--- src/rtl/c7b_load_pkg.sv ---
// c7b_load_pkg: shared load opcode encodings, load-unit FSM states and the
// alignment helper used when C7B_LOAD_ALIGN_CHECK_EN is defined.
package c7b_load_pkg;

    // Load opcodes presented on ld_op. Codes 3, 6 and 7 are undefined and behave as LdW.
    typedef enum logic [2:0] {
        LdB  = 3'd0,
        LdH  = 3'd1,
        LdW  = 3'd2,
        LdBu = 3'd4,
        LdHu = 3'd5
    } ld_op_e;

    // Load-unit control states.
    typedef enum logic [2:0] {
        StIdle  = 3'd0,
        StReq   = 3'd1,
        StWait  = 3'd2,
        StResp  = 3'd3,
        StDrain = 3'd4
    } ld_state_e;

    localparam int unsigned RegIdxW = 5;
    localparam int unsigned WordW   = 32;

    // True when the access size implied by op does not fit the low address bits.
    // Undefined opcodes are sized as full words.
    function automatic logic ld_misaligned(input logic [2:0] op, input logic [1:0] addr_lo);
        logic mis;
        case (op)
            LdB, LdBu: mis = 1'b0;
            LdH, LdHu: mis = addr_lo[0];
            default:   mis = (addr_lo != 2'b00);
        endcase
        return mis;
    endfunction

endpackage

--- src/rtl/c7b_load_extract.sv ---
// c7b_load_extract: picks the byte/halfword lane out of a little-endian
// memory word and sign- or zero-extends it to 32 bits. Purely combinational.
module c7b_load_extract
    import c7b_load_pkg::*;
(
    input  logic [2:0]       op_i,
    input  logic [1:0]       addr_i,
    input  logic [WordW-1:0] word_i,
    output logic [WordW-1:0] result_o
);

    logic [7:0]  byte_lane;
    logic [15:0] half_lane;

    // Lane selection: byte by addr[1:0], halfword by addr[1] only (addr[0] ignored).
    always_comb begin
        byte_lane = word_i[7:0];
        unique case (addr_i)
            2'd0: byte_lane = word_i[7:0];
            2'd1: byte_lane = word_i[15:8];
            2'd2: byte_lane = word_i[23:16];
            2'd3: byte_lane = word_i[31:24];
            default: byte_lane = word_i[7:0];
        endcase
        half_lane = addr_i[1] ? word_i[31:16] : word_i[15:0];
    end

    // Extension by opcode; anything that is not a byte/halfword op returns the whole word.
    always_comb begin
        result_o = word_i;
        case (op_i)
            LdB:     result_o = {{24{byte_lane[7]}}, byte_lane};
            LdBu:    result_o = {24'd0, byte_lane};
            LdH:     result_o = {{16{half_lane[15]}}, half_lane};
            LdHu:    result_o = {16'd0, half_lane};
            default: result_o = word_i;
        endcase
    end

endmodule

--- src/rtl/c7b_load_unit.sv ---
// c7b_load_unit: single-outstanding load unit between execute and writeback.
// Accepts one load, issues a word-aligned memory read, extracts/extends the
// result and holds it until writeback takes it. Flushes abort the load; a
// read already accepted by memory is drained so its data never reaches wb.
// Optional feature: define C7B_LOAD_ALIGN_CHECK_EN to trap misaligned
// halfword/word loads (no memory access, ale_excp/ale_badv reported instead).
module c7b_load_unit
    import c7b_load_pkg::*;
#(
    parameter int unsigned ADDR_W = 32,
    parameter int unsigned DATA_W = 32
) (
    input  logic                 clk,
    input  logic                 reset,

    input  logic                 ld_valid,
    output logic                 ld_ready,
    input  logic [2:0]           ld_op,
    input  logic [ADDR_W-1:0]    ld_addr,
    input  logic [RegIdxW-1:0]   ld_rd,
    input  logic                 flush,

    output logic                 mem_req,
    output logic [ADDR_W-1:0]    mem_addr,
    input  logic                 mem_ack,
    input  logic                 mem_rvalid,
    input  logic [DATA_W-1:0]    mem_rdata,

    output logic                 wb_valid,
    input  logic                 wb_ready,
    output logic [RegIdxW-1:0]   wb_rd,
    output logic [DATA_W-1:0]    wb_data,
    output logic                 ale_excp,
    output logic [ADDR_W-1:0]    ale_badv
);

    ld_state_e           state_q, state_d;
    logic [2:0]          op_q;
    logic [ADDR_W-1:0]   addr_q;
    logic [RegIdxW-1:0]  rd_q;
    logic [DATA_W-1:0]   data_q;

    logic                accept;
    logic                rdata_take;
    logic                misaligned;
    logic [WordW-1:0]    extract_result;

    // A flush in the same cycle as ld_valid blocks the accept.
    assign accept     = (state_q == StIdle) & ld_valid & ~flush;
    // Read data is only consumed in WAIT and only if the load is not being flushed.
    assign rdata_take = (state_q == StWait) & mem_rvalid & ~flush;

`ifdef C7B_LOAD_ALIGN_CHECK_EN
    assign misaligned = ld_misaligned(ld_op, ld_addr[1:0]);
`else
    assign misaligned = 1'b0;
`endif

    c7b_load_extract u_extract (
        .op_i     (op_q),
        .addr_i   (addr_q[1:0]),
        .word_i   (mem_rdata),
        .result_o (extract_result)
    );

    // State register; reset abandons any outstanding read without draining.
    always_ff @(posedge clk or posedge reset) begin
        if (reset) begin
            state_q <= StIdle;
        end else begin
            state_q <= state_d;
        end
    end

    // Next-state logic.
    always_comb begin
        state_d = state_q;
        unique case (state_q)
            StIdle: begin
                if (accept) begin
                    state_d = misaligned ? StResp : StReq;
                end
            end
            StReq: begin
                if (flush) begin
                    // Once memory has taken the request its data must still be swallowed.
                    state_d = mem_ack ? StDrain : StIdle;
                end else if (mem_ack) begin
                    state_d = StWait;
                end
            end
            StWait: begin
                if (mem_rvalid) begin
                    // A flush coinciding with the data consumes that beat; nothing left to drain.
                    state_d = flush ? StIdle : StResp;
                end else if (flush) begin
                    state_d = StDrain;
                end
            end
            StResp: begin
                if (flush || wb_ready) begin
                    state_d = StIdle;
                end
            end
            StDrain: begin
                if (mem_rvalid) begin
                    state_d = StIdle;
                end
            end
            default: state_d = StIdle;
        endcase
    end

    // Request capture and result register; data is cleared at accept so a
    // trapped load reports zero.
    always_ff @(posedge clk or posedge reset) begin
        if (reset) begin
            op_q   <= 3'd0;
            addr_q <= '0;
            rd_q   <= '0;
            data_q <= '0;
        end else begin
            if (accept) begin
                op_q   <= ld_op;
                addr_q <= ld_addr;
                rd_q   <= ld_rd;
                data_q <= '0;
            end else if (rdata_take) begin
                data_q <= extract_result;
            end
        end
    end

`ifdef C7B_LOAD_ALIGN_CHECK_EN
    logic              ale_excp_q;
    logic [ADDR_W-1:0] ale_badv_q;

    // Exception status is decided at accept and held through RESP.
    always_ff @(posedge clk or posedge reset) begin
        if (reset) begin
            ale_excp_q <= 1'b0;
            ale_badv_q <= '0;
        end else if (accept) begin
            ale_excp_q <= misaligned;
            ale_badv_q <= misaligned ? ld_addr : '0;
        end
    end

    assign ale_excp = ale_excp_q;
    assign ale_badv = ale_badv_q;
`else
    assign ale_excp = 1'b0;
    assign ale_badv = '0;
`endif

    assign ld_ready = (state_q == StIdle);
    assign mem_req  = (state_q == StReq);
    assign mem_addr = {addr_q[ADDR_W-1:2], 2'b00};
    assign wb_valid = (state_q == StResp);
    assign wb_rd    = rd_q;
    assign wb_data  = data_q;

endmodule
--- config.mk ---
export PLATFORM = sky130hd
export DESIGN_NAME = c7b_load_unit
export DESIGN_NICKNAME = d
export VERILOG_FILES = /design/src/rtl/c7b_load_pkg.sv /design/src/rtl/c7b_load_extract.sv /design/src/rtl/c7b_load_unit.sv
export SDC_FILE = /design/constraint.sdc
export NUM_CORES = 1
export LEC_CHECK = 0
export ABC_AREA = 0
export ABC_CLOCK_PERIOD_IN_PS = 4550
export CORE_MARGIN = 2
export CORE_UTILIZATION = 45
export DETAILED_ROUTE_END_ITERATION = 6
export GPL_TIMING_DRIVEN = 0
export PLACE_DENSITY = 0.86
export SLEW_MARGIN = 15
export SYNTH_ARGS = -nofsm -noshare
export SYNTH_HDL_FRONTEND = slang
export SYNTH_SLANG_ARGS = --single-unit
--- constraint.sdc ---
create_clock -name clk -period 4.55 [get_ports clk]
set_input_delay 0.455 -clock clk [delete_from_list [all_inputs] [get_ports clk]]
set_output_delay 0.455 -clock clk [all_outputs]
set_load 0.005 [all_outputs]
# == Yosys cells after proc, flatten, opt, wreduce, memory -nomap -nowiden ==
# Index checks and enable logic that the tools add are counted.
# classes
muxes,15
bitwise,5
n_reduce_logical,6
eq_ne,15
# ops
cell,n
one-hot mux 32 bit (4 select lines),1
2-to-1 mux 32 bit,2
one-hot mux 8 bit (4 select lines),1
2-to-1 mux 3 bit,8
2-to-1 mux 16 bit,1
one-hot mux 3 bit (5 select lines),1
== test 3 bit (second input constant),3
== test 3 x 1 -> 1 bit (second input constant),2
== test 3 x 2 -> 1 bit (second input constant),2
logical NOT 3 bit,2
AND reduction 5 bit,1
AND 1 bit,4
== test 2 bit (second input constant),2
inequality test 2 x 1 -> 1 bit (second input constant),2
inequality test 3 x 2 -> 1 bit (second input constant),1
inequality test 3 bit (second input constant),1
== test 2 x 1 -> 1 bit (second input constant),1
logical NOT 2 bit,1
2-to-1 mux 2 bit,1
inequality test 2 bit (second input constant),1
nonzero test 2 bit,1
logical OR 1 bit,1
inverter 1 bit,1
# word_totals
ff_bits,75
out_inout_bits,105
elab_cells,46
in_bits,79

# == Logic depth before layout (Yosys ltp) ==
# depth
ltp_word,5
ltp_mapped,7
ltp_nobuf,4

# == Modules after synthesis ==
# Synthesis repeated with hierarchy kept, for this count alone.
# hier_totals
hier_cells,395
hier_area_um2,4287.9
# by_module_without_submodules
module,seq_area_each_um2,area_each_um2,instances,cells_each
c7b_load_unit,1876.8,3619.7,1,284
c7b_load_extract,0.0,668.1,1,111

# == Worst setup path before layout ==
# OpenSTA, ideal clock, no wires.
# synth_timing
path_type,flip-flop to flip-flop
from,register state_q[1]
to,"register data_q[16], in the netlist wb_data[16]"
slack_ns,2.950
period_less_slack_ns,1.600
arrival_time_ns,1.479
required_ns,4.429
setup_ns,0.121
n_path_buf,3
stages_incl_launch_ff,7
cell_sequence,dfrtp_1 buf_6 mux2i_1 or4_1 buf_4 buf_6 a22o_1
# synth_via
elab_chain_cells,4
elab_cells_between_ends,8
cone_classes,eq/ne: 1; mux: 1; bitwise: 4; reduce/logical: 2
# synth_lines
element,line_no,source
from (decl),c7b_load_unit.sv:37,"ld_state_e state_q, state_d;"
from (signal assigned),c7b_load_unit.sv:69,state_q <= StIdle;
from (signal assigned),c7b_load_unit.sv:71,state_q <= state_d;
== test 3 x 2 -> 1 bit / logical NOT 3 bit (equally long branches),"c7b_load_unit.sv:51, c7b_load_unit.sv:49",
AND 1 bit (on tied branches) (2 in series),"c7b_load_unit.sv:51, c7b_load_unit.sv:49",
nonzero test 2 bit (no line) / 2-to-1 mux 32 bit (equally long branches),-,
to (signal assigned),c7b_load_unit.sv:129,data_q <= extract_result;
to (decl),c7b_load_unit.sv:41,logic [DATA_W-1:0] data_q;
# Several ways; a longest one is shown, not always the timed one.
# A chain may end at the register's enable or synchronous reset.

# == Worst setup path after layout ==
# layout_timing
from,register state_q[0]
to,output port mem_req
# layout_via
elab_chain_cells,1
# layout_lines
element,line_no,source
== test 3 x 1 -> 1 bit,c7b_load_unit.sv:157,assign mem_req = (state_q == StReq);
to (decl),c7b_load_unit.sv:23,"output logic mem_req,"
# Every way passes these cells.

==> impl_metrics.json <==
{
  "antenna_cells": 0,
  "grt_pass1_wl_um": 16300,
  "cts-hold-fix-buffers": 0,
  "end_kind": "output port",
  "critPathRequiredTime_ns": 4.09,
  "final_cell_area_sq_um": 5980,
  "fin_util_pct": 68.9,
  "num_vias": 3314,
  "fin_crit_sh_pct": 48.1,
  "outcome": "complete, no violations",
  "cts-root-buf": "clkbuf_8",
  "grt_setup_unrepaired": "no",
  "post-cts-setup-buffer-count": 0,
  "final_cell_mix": "clkdlybuf4s50_1 (148), dfrtp_1 (75), buf_4 (67)",
  "antenna_found_initial": 0,
  "p_leak_nw": 2.69,
  "die_w_um": 98.3,
  "coreArea_sq_um": 8680,
  "firstDrtPassIters": 4,
  "cp.buffers_inverters": 2,
  "numCtsBuffers": 9,
  "drtIter0Drc": 126,
  "ys_types": 43,
  "cp-start-kind": "register",
  "die-area_sq_um": 9660,
  "synth-seq-cells": 75,
  "cts.sinks": 75,
  "synthFlopType": "dfrtp_1",
  "cts_tree": "done",
  "path_clk_slew_ns": 0.08,
  "r2r_cells": 5,
  "finalSetupViolCount": 0,
  "finalHoldViolations": 0,
  "layout_min_cycle_time_ns": 2.19,
  "cts_buffer_depth": 2,
  "worst-path-stages": 3,
  "ys_seq_area_share_pct": 46.9,
  "htree_levels": 3,
  "synthCells": 373,
  "fmax_mhz": 457,
  "grt_max_degree": 44,
  "cts_resized": 0,
  "avgRoutedWirePerCell_um": 14.8,
  "synth-edff-count": 0,
  "worstPathMaxFanout": 10,
  "drv_slew": 0,
  "portBuffers": 148,
  "crit_slowest_cell": "clkdlybuf4s50_1",
  "fin_setup_tns_ns": 0,
  "ys_async_sr_fraction_pct": 100,
  "cap_violations": 0,
  "peakVddDrop_mv": 0.254,
  "syn_avg_cell_area_sq_um": 10.7,
  "nNetsFinal": 646,
  "grt.total_usage_pct": 21.0,
  "path_class": "register to output port",
  "hp-class": "primary input to async pin",
  "rows": 34,
  "synth_area_sq_um": 4000,
  "ios": 184,
  "drcViolationCount": 0,
  "grt_pass1_vias": 3306,
  "hpwl_um": 8000,
  "cp_top_family": "buffers and inverters",
  "path_cells": "clkbuf_1 > nor3b_1 > clkdlybuf4s50_1",
  "arrival_ns": 1.73,
  "crit_path_max_incr_delay_ns": 0.54,
  "worstSkewPairLatency_ns": 0.34,
  "fin_worst_skew_ns": 0.0120,
  "ys_warn_count": 0,
  "die_h_um": 98.3,
  "ant_nets": 0,
  "placed_area_sq_um": 5770,
  "routed_wl_um": 10100,
  "layout_commonest_cell": "clkdlybuf4s50_1",
  "place_congestion": 0.883,
  "syn_to_final_growth_pct": 49.5,
  "grt_overflow_total": 0,
  "drive_above_1_share_pct": 24.7,
  "viasPerCell": 4.87,
  "p_per_area_nw_per_um2": 410,
  "initial_core_util_pct": 46.1
}
-- synth_stat cells, types with 2 or more instances --
cell      number  area share [%]
a22o_1        18             3.9
nand3_1        7            0.88
nor2_1        10            0.94
a21oi_1        4            0.50
o211ai_1       2            0.38
dfrtp_1       75              47
a31oi_1        5            0.78
nand3b_1       3            0.56
nor2b_1        7             1.1
mux2_2        41              12
o21ai_0       17             2.1
clkbuf_1       6            0.56
a221oi_1       2            0.44
mux2i_1        4             1.0
o21a_1         4            0.75
a32o_1         2            0.50
or3_1          6            0.94
buf_4         67              13
buf_2          8             1.0
nand2b_1      20             3.1
inv_1          7            0.66
buf_6          3            0.84
nand2_1       28             2.6
nor3_1         3            0.38
o221ai_1       6             1.3
-- cell type report --
type | instances | area (sq um)
Tap cell | 108 | 135
Multi-Input combinational cell | 240 | 1620
Sequential cell | 75 | 1880
Clock buffer | 12 | 165
Timing Repair Buffer | 149 | 1500
Buffer | 85 | 603
Inverter | 7 | 28.8
Fill cell | 701 | 2700
Clock inverter | 4 | 47.5
-- power by group --
part	total, mW	switching, mW	internal [mW]	leakage (nW)
combinational	1.01	0.380	0.629	1.63
clock	0.540	0.244	0.297	0.108
sequential	0.902	0.0845	0.817	0.953
total	2.45	0.709	1.74	2.69
-- stage by stage --
stage,hold slack (ns),power [mW],cells,setup slack (ns)
global route,0.496,2.61,680,2.21
detailed placement,0.474,1.93,664,2.20
CTS,0.475,2.47,680,2.33
global placement,0.462,1.90,663,1.04
floorplan,0.470,1.46,407,2.19
finish,0.470,2.45,680,2.36
-- logic make-up (layout without fill, tap and decap cells) --
logic type	count (synthesis)	in the layout	share of synthesized area (%)
and+or+nand+nor	91	91	11.9
AOI/OAI and AO/OA	68	68	12.4
muxes	46	46	12.9
DFF	75	75	46.9
other	1	35	0.0937
buffers and inverters	92	257	15.7
-- state kept, by name, summed over array words and instances, names as in the netlist --
name	cells
op_q	3
wb_rd	5
wb_data	32
addr_q	32
state_q	3
-- metal layers --
| metal | up-vias | track usage (%) | routed length, um |
|---|---|---|---|
| met5 | - | 0 | 0 |
| met4 | 0 | 5.48 | 146 |
| met3 | 15 | 6.37 | 709 |
| met2 | 122 | 36.0 | 5210 |
| met1 | 1595 | 26.0 | 4020 |
| li1 | 1582 | - | - |
-- path summary, 6_finish.rpt --
path | from | to | slack (ns)
max reg2reg | state_q[2] | wb_data[23] | 2.62
min in group clk | wb_data[15] | wb_data[15] | 0.49
max | state_q[0] | mem_req | 2.36
max in group asynchronous | reset | wb_data[31] | 3.51
min | reset | addr_q[4] | 0.47
min reg2reg | wb_data[15] | wb_data[15] | 0.49
-- worst reg2reg max path: stages, from the launching register on --
cell	delay (ns)
dfrtp_1	0.44
nor2_1	0.29
nand3_1	0.32
a21oi_2	0.42
buf_4	0.25
a22o_1	0.14
No activity file was read; power rests on OpenSTA's default activity.
